[src/rtl/cv32e40p_obi_arbiter.sv]
// Two-to-one OBI arbiter: cv32e40p instruction and data ports share one memory port.
// Define CV32E40P_OBI_ARB_RR_EN for round-robin conflict resolution; default is fixed data priority.
//
// lock_q | meaning
// -------+--------------------------------------------------------------
//   0    | free: selection follows the requests and the arbitration policy
//   1    | locked: request issued but not granted; lock_port_q held stable

module cv32e40p_obi_arbiter #(
   parameter int unsigned MAX_OUTSTANDING = 2
) (
   input  logic        clk_i,
   input  logic        rst_ni,

   input  logic        instr_req_i,
   input  logic [31:0] instr_addr_i,
   output logic        instr_gnt_o,
   output logic        instr_rvalid_o,
   output logic [31:0] instr_rdata_o,

   input  logic        data_req_i,
   input  logic        data_we_i,
   input  logic [3:0]  data_be_i,
   input  logic [31:0] data_addr_i,
   input  logic [31:0] data_wdata_i,
   output logic        data_gnt_o,
   output logic        data_rvalid_o,
   output logic [31:0] data_rdata_o,

   output logic        mem_req_o,
   output logic        mem_we_o,
   output logic [3:0]  mem_be_o,
   output logic [31:0] mem_addr_o,
   output logic [31:0] mem_wdata_o,
   input  logic        mem_gnt_i,
   input  logic        mem_rvalid_i,
   input  logic [31:0] mem_rdata_i,

   output logic        err_o
);

   localparam int unsigned PW = (MAX_OUTSTANDING > 1) ? $clog2(MAX_OUTSTANDING) : 1;
   localparam int unsigned CW = $clog2(MAX_OUTSTANDING + 1);

   localparam logic [PW-1:0] PTR_LAST = PW'(MAX_OUTSTANDING - 1);
   localparam logic [CW-1:0] CNT_FULL = CW'(MAX_OUTSTANDING);

   logic                       lock_q;
   logic                       lock_port_q;
   logic [MAX_OUTSTANDING-1:0] id_fifo_q;
   logic [PW-1:0]              rd_ptr_q;
   logic [PW-1:0]              wr_ptr_q;
   logic [CW-1:0]              count_q;
   logic                       err_q;

   logic sel_instr;
   logic sel_req;
   logic fifo_full;
   logic fifo_empty;
   logic handshake;
   logic push;
   logic pop;
   logic head_id;
   logic conflict_instr;

`ifdef CV32E40P_OBI_ARB_RR_EN
   logic last_winner_q;

   assign conflict_instr = ~last_winner_q;

   always_ff @(posedge clk_i or negedge rst_ni) begin
      if (!rst_ni) begin
         last_winner_q <= 1'b0;
      end else if (handshake) begin
         last_winner_q <= sel_instr;
      end
   end
`else
   assign conflict_instr = 1'b0;
`endif

   always_comb begin
      sel_instr = 1'b0;
      if (lock_q) begin
         sel_instr = lock_port_q;
      end else if (instr_req_i && !data_req_i) begin
         sel_instr = 1'b1;
      end else if (instr_req_i && data_req_i) begin
         sel_instr = conflict_instr;
      end
   end

   assign sel_req    = sel_instr ? instr_req_i : data_req_i;
   assign fifo_full  = (count_q == CNT_FULL);
   assign fifo_empty = (count_q == '0);

   // A full FIFO blocks the request outright; a same-cycle pop does not reopen it.
   assign mem_req_o  = sel_req & ~fifo_full;
   assign handshake  = mem_req_o & mem_gnt_i;
   assign push       = handshake;
   assign pop        = mem_rvalid_i & ~fifo_empty;

   assign mem_we_o    = mem_req_o & ~sel_instr & data_we_i;
   assign mem_be_o    = ~mem_req_o ? 4'h0 : (sel_instr ? 4'hF : data_be_i);
   assign mem_addr_o  = ~mem_req_o ? 32'h0 : (sel_instr ? instr_addr_i : data_addr_i);
   assign mem_wdata_o = (mem_req_o && !sel_instr) ? data_wdata_i : 32'h0;

   assign instr_gnt_o = handshake & sel_instr;
   assign data_gnt_o  = handshake & ~sel_instr;

   assign head_id        = id_fifo_q[rd_ptr_q];
   assign instr_rvalid_o = pop & head_id;
   assign data_rvalid_o  = pop & ~head_id;
   assign instr_rdata_o  = mem_rdata_i;
   assign data_rdata_o   = mem_rdata_i;
   assign err_o          = err_q;

   always_ff @(posedge clk_i or negedge rst_ni) begin
      if (!rst_ni) begin
         lock_q      <= 1'b0;
         lock_port_q <= 1'b0;
      end else if (handshake) begin
         lock_q <= 1'b0;
      end else if (mem_req_o) begin
         lock_q      <= 1'b1;
         lock_port_q <= sel_instr;
      end
   end

   always_ff @(posedge clk_i or negedge rst_ni) begin
      if (!rst_ni) begin
         id_fifo_q <= '0;
         wr_ptr_q  <= '0;
         rd_ptr_q  <= '0;
         count_q   <= '0;
      end else begin
         if (push) begin
            id_fifo_q[wr_ptr_q] <= sel_instr;
            wr_ptr_q            <= (wr_ptr_q == PTR_LAST) ? '0 : wr_ptr_q + 1'b1;
         end
         if (pop) begin
            rd_ptr_q <= (rd_ptr_q == PTR_LAST) ? '0 : rd_ptr_q + 1'b1;
         end
         if (push && !pop) begin
            count_q <= count_q + 1'b1;
         end else if (pop && !push) begin
            count_q <= count_q - 1'b1;
         end
      end
   end

   always_ff @(posedge clk_i or negedge rst_ni) begin
      if (!rst_ni) begin
         err_q <= 1'b0;
      end else if (mem_rvalid_i && fifo_empty) begin
         err_q <= 1'b1;
      end
   end

endmodule

[config.mk]
export PLATFORM = sky130hd
export DESIGN_NAME = cv32e40p_obi_arbiter
export DESIGN_NICKNAME = d
export VERILOG_FILES = /design/src/rtl/cv32e40p_obi_arbiter.sv
export SDC_FILE = /design/constraint.sdc
export NUM_CORES = 1
export LEC_CHECK = 0
export BUFFER_PORTS_ARGS = -buffer_cell sky130_fd_sc_hd__buf_4
export CORE_AREA = 2 2 109 111
export CTS_CLUSTER_SIZE = 10
export DETAILED_ROUTE_END_ITERATION = 10
export DIE_AREA = 0 0 111 113
export GPL_TIMING_DRIVEN = 0
export PLACE_DENSITY_LB_ADDON = 0.2
export SLEW_MARGIN = 10
export SYNTH_ARGS = -nofsm -noshare
export SYNTH_HDL_FRONTEND = slang
export SYNTH_SLANG_ARGS = --single-unit
[constraint.sdc]
create_clock -name clk_i -period 2.13 [get_ports clk_i]
set_clock_uncertainty 0.15 [all_clocks]
set_input_delay 0 -clock clk_i [delete_from_list [all_inputs] [get_ports clk_i]]
set_output_delay 0 -clock clk_i [all_outputs]
set_load 0.03 [all_outputs]
Word-level counts from Yosys, hierarchy flattened. Index checks and enable logic that the tools add are counted.

Register bits: 9. Logic and storage cells: 62.

Add/sub/neg operators: 4. Order comparisons: 3. Equal/unequal tests: 1. Mux-type cells: 19. Bitwise gates (word level): 14. Reduce and logical (&&, ||, !) cells: 14.

Operators by type and width (number): $mux W32 (3); $mux W1 (10); $and A1 B1 Y1 (9); $mux W4 (2); $logic_and A1 B1 Y1 (6); $not A1 Y1 (5); $logic_not A1 Y1 (4); $lt A1 B2 Y1 const B (2); $mux W2 (2); $reduce_bool A2 Y1 (2); $add A1 B1 Y1 const B (2); $add A2 B1 Y2 const B (1); $bwmux W2 (1); $eq A2 B2 Y1 const B (1); $logic_not A2 Y1 (1); $reduce_and A2 Y1 (1); $sub A2 B1 Y2 const B (1); $demux W1 S1 (1); $ge A1 B1 Y1 const B (1).

Logic depth before layout (Yosys ltp).
Depth after elaboration: 11. Gate-level depth with buffers: 9. Gate-level depth less buffers: 9.

Worst setup path before layout. Ideal clock, no wire load.

Path type: register to register. Start point: register lock_port_q. End point: register count_q[1]. Setup time: 0.079 ns. Arrival: 1.782 ns. Path slack: 0.119 ns. Stages on the path, launching flop included: 9. Path through: dfrtp_1 mux2_2 o221ai_4 inv_2 nand2_2 inv_1 ha_1 nor2_1 xor2_1.

Cells in the longest elaborated chain, start to end: 7. Elaborated cells between the ends (all ways): 9.

Ends and longest elaborated chain: start, declared (RTL line 49) `logic lock_port_q;`; start signal, assigned (RTL line 126) `lock_port_q <= sel_instr;`; $mux W1 (*) (RTL line 84) `if (lock_q) begin`; $mux W1 (*) (RTL line 93) `assign sel_req = sel_instr ? instr_req_i : data_req_i;`; $and A1 B1 Y1 (*) (RTL line 98) `assign mem_req_o = sel_req & ~fifo_full;`; named net mem_req_o (RTL line 30) `output logic mem_req_o,`; $and A1 B1 Y1 (*) (RTL line 99) `assign handshake = mem_req_o & mem_gnt_i;`; $logic_not A1 Y1 (RTL line 146) `end else if (pop && !push) begin`; $logic_and A1 B1 Y1 (RTL line 146); $reduce_bool A2 Y1 (no line); end signal, assigned (RTL line 145) `count_q <= count_q + 1'b1;`; end signal, assigned (RTL line 147) `count_q <= count_q - 1'b1;`; end, declared (RTL line 53) `logic [CW-1:0] count_q;`.

Mark *: on every way through the listed nets, which the timed path passes. The rest lies on a longest branch. A chain may end at the register's enable or synchronous reset.

Worst setup path in the final report.
Start point: register lock_port_q. End point: output port mem_addr_o[24].

Cells in the longest elaborated chain, start to end: 4. Elaborated cells between the ends (all ways): 5.

Ends and longest elaborated chain: $mux W1 (*) (RTL line 84); $mux W1 (RTL line 93); $and A1 B1 Y1 (RTL line 98); $mux W32 (*) (RTL line 105) `assign mem_addr_o = ~mem_req_o ? 32'h0 : (sel_instr ? instr_addr_i : data_addr_i);`; end, declared (RTL line 33) `output logic [31:0] mem_addr_o,`.

Every way passes the cells marked *; elsewhere a longest branch is shown, timed or not.

==> out/metrics.csv <==
metric;value;unit
status;finished, final reports clean;
min_period;2.02;ns
end_kind;output pin;
first_global_vias;2439;
ios;278;
total_power;4.18;mW
slew_headroom;63.0;%
min_path_type;in2out;
numCtsBuffers;3;
syn_inst;258;
crit_start;lock_port_q;
detail_route.wl_per_cell;11.8;um
critPathCapture;mem_addr_o[24];
grt_max_degree;11;
yosysWarnings;0;
r2r_cells;9;
netlist.area_leader.share;29.0;%
placed_cells;646;
fin_util;34.5;%
firstDrtPassIters;4;
n_antenna_cell;0;
setup_tns;0;ns
rsz0062_at_grt;yes;
wirelength;7.76;mm
p_leak;2.16;nW
clk_pin_slew;0.04;ns
reg2reg_from;lock_port_q;
rr_endpoint;count_q[1];
start_util;14.9;%
yosys.area_share.simple;32.4;%
min_from;mem_rdata_i[21];
layout_commonest_cell;buf_4;
synth_fa_ha_area_share;0.743;%
ir_drop;0.790;mV
grt_pass1_wl;12.1;mm
power_density;1070;mW/mm^2
cp.required;1.98;ns
placed_area;0.00370;mm^2
vias;2476;
hold_viol;0;
fin_area;0.00389;mm^2
synth_cell_types;31;
core-area;0.0113;mm^2
postRouteAntennaNets;0;
synth-xor-area-share;2.60;%
drt_iter0_drc;78;
placement.io_buffers;245;
die_h;113;um
drv_slew;0;
grt_overflow;0;
globalplace.congestion;0.774;
area_delta_synth_final;131;%
vias_per_cell;3.76;
fmax;496;MHz
synth_area_leaders;buf_4, nand2_1, dfrtp_1, and2_1, a21oi_1;
yosys.area.top_type;buf_4;
ys_seq_area_share;13.4;%
antenna_found_initial;0;
drive_gt1_share;65.2;%
ys_ff_latch;9;
holdWs;0.0657;ns
synthMuxAreaShare;2.16;%
die_w;111;um
cts.path.max_buffers;2;
dpl.hpwl;6.71;mm
final_cell_mix;buf_4, nand2_1, and2_1;
post-route-period-util;94.6;%
cts_tree;yes;
synth.net_count;398;
worstSetupStartpointType;register;
ctsHtreeMaxLevel;1;
avgSynthCellArea;6.52;um^2
rows;39;
root_buffer;clkbuf_16;
dieArea;0.0125;mm^2
tightest_slew;0.549;ns
place_ws;0.0216;ns
critical_path_class;reg2out;
finalNetCount;656;
worstPathMaxFanout;10;
timing.max_cap.violations;0;
r2r_slack;0.14;ns
synth_compound_area_share;15.1;%
setup_violations;0;
synth_top_family_by_area;buffers and inverters;
finalNonFillerCells;658;
arrival;1.87;ns
clock_sinks;9;
layout_setup_ws;0.114;ns
worstSkewPairLatency;0.24;ns
synth_area;0.00168;mm^2
track_usage;11.6;%
drc;0;
==> registers in the layout (all words and copies together), names as in the netlist <==
| name | cells |
|---|---|
| lock_port_q | 1 |
| count_q | 2 |
| err_o | 1 |
| rd_ptr_q | 1 |
| lock_q | 1 |
| wr_ptr_q | 1 |
| id_fifo_q | 2 |
==> critical path, stage by stage, from the launching register on <==
cell and delay (ns):
dfrtp_1 0.37, mux2_2 0.37, o221ai_4 0.20, buf_4 0.17
buf_6 0.15, buf_6 0.15, a21oi_1 0.05, buf_4 0.17
==> how the worst min path moves through the flow <==
stage | depth (start not counted) | endpoint | slack [ns]
floorplan | 0 | count_q[0] | -0.45
global placement | 1 | id_fifo_q[0] | -0.32
finish | 2 | instr_rdata_o[21] | 0.07
global route | 2 | instr_rdata_o[9] | 0.07
CTS | 2 | instr_rdata_o[21] | 0.07
detailed placement | 1 | id_fifo_q[0] | -0.32
==> layout make-up <==
type	instances	area [um^2]
clock buffers	4	78.8
plain buffers	78	568
flip-flops and latches	9	225
well taps	143	179
repair buffers	253	1920
fillers	1211	7380
multi-input cells	168	905
inverters	3	11.3
==> power by group <==
part | internal [mW] | total [mW] | switching, mW
Sequential | 0.253 | 0.326 | 0.0725
Combinational | 1.41 | 3.52 | 2.11
Clock | 0.250 | 0.334 | 0.0833
==> layer usage <==
metal  routed length [um]  vias up  GRT usage, %
met4                   57        0          1.92
met5                    0        -             0
met1                 2790     1067          13.4
met3                  713        7          2.52
li1                     -     1262             -
met2                 4200      140          22.1
==> cell usage after synthesis <==
cell type / instances
a21boi_2: 1
a21o_1: 1
a21oi_1: 32
a31oi_1: 1
a41oi_1: 1
and2_1: 34
and3_1: 1
buf_2: 8
buf_4: 65
buf_6: 1
clkbuf_1: 4
dfrtp_1: 9
ha_1: 1
inv_1: 2
inv_2: 1
mux2_2: 1
mux2_4: 1
mux2i_1: 1
nand2_1: 65
nand2_2: 1
nand2b_1: 2
nor2_1: 12
nor2b_1: 1
nor3b_2: 1
o21a_1: 1
o21ai_0: 2
o21ai_2: 1
o221ai_4: 1
o31ai_1: 1
xnor2_1: 3
xor2_1: 2
==> what timing repair did <==
item,4_1_cts,5_1_grt
hold endpoints to repair,13,0
setup buffers,0,4
pin swaps,0,2
endpoints found under the setup margin,30,26
resized for setup,2,8
hold buffers,4,0
==> cells by family after synthesis <==
group | after synthesis
adder cells (fa/ha/maj) | 1
flip-flops | 9
XOR/XNOR | 5
multiplexers | 3
buffers and inverters | 81
AO/OA/AOI/OAI | 42
AND/OR/NAND/NOR | 117
(Power assumes the default switching activity.)
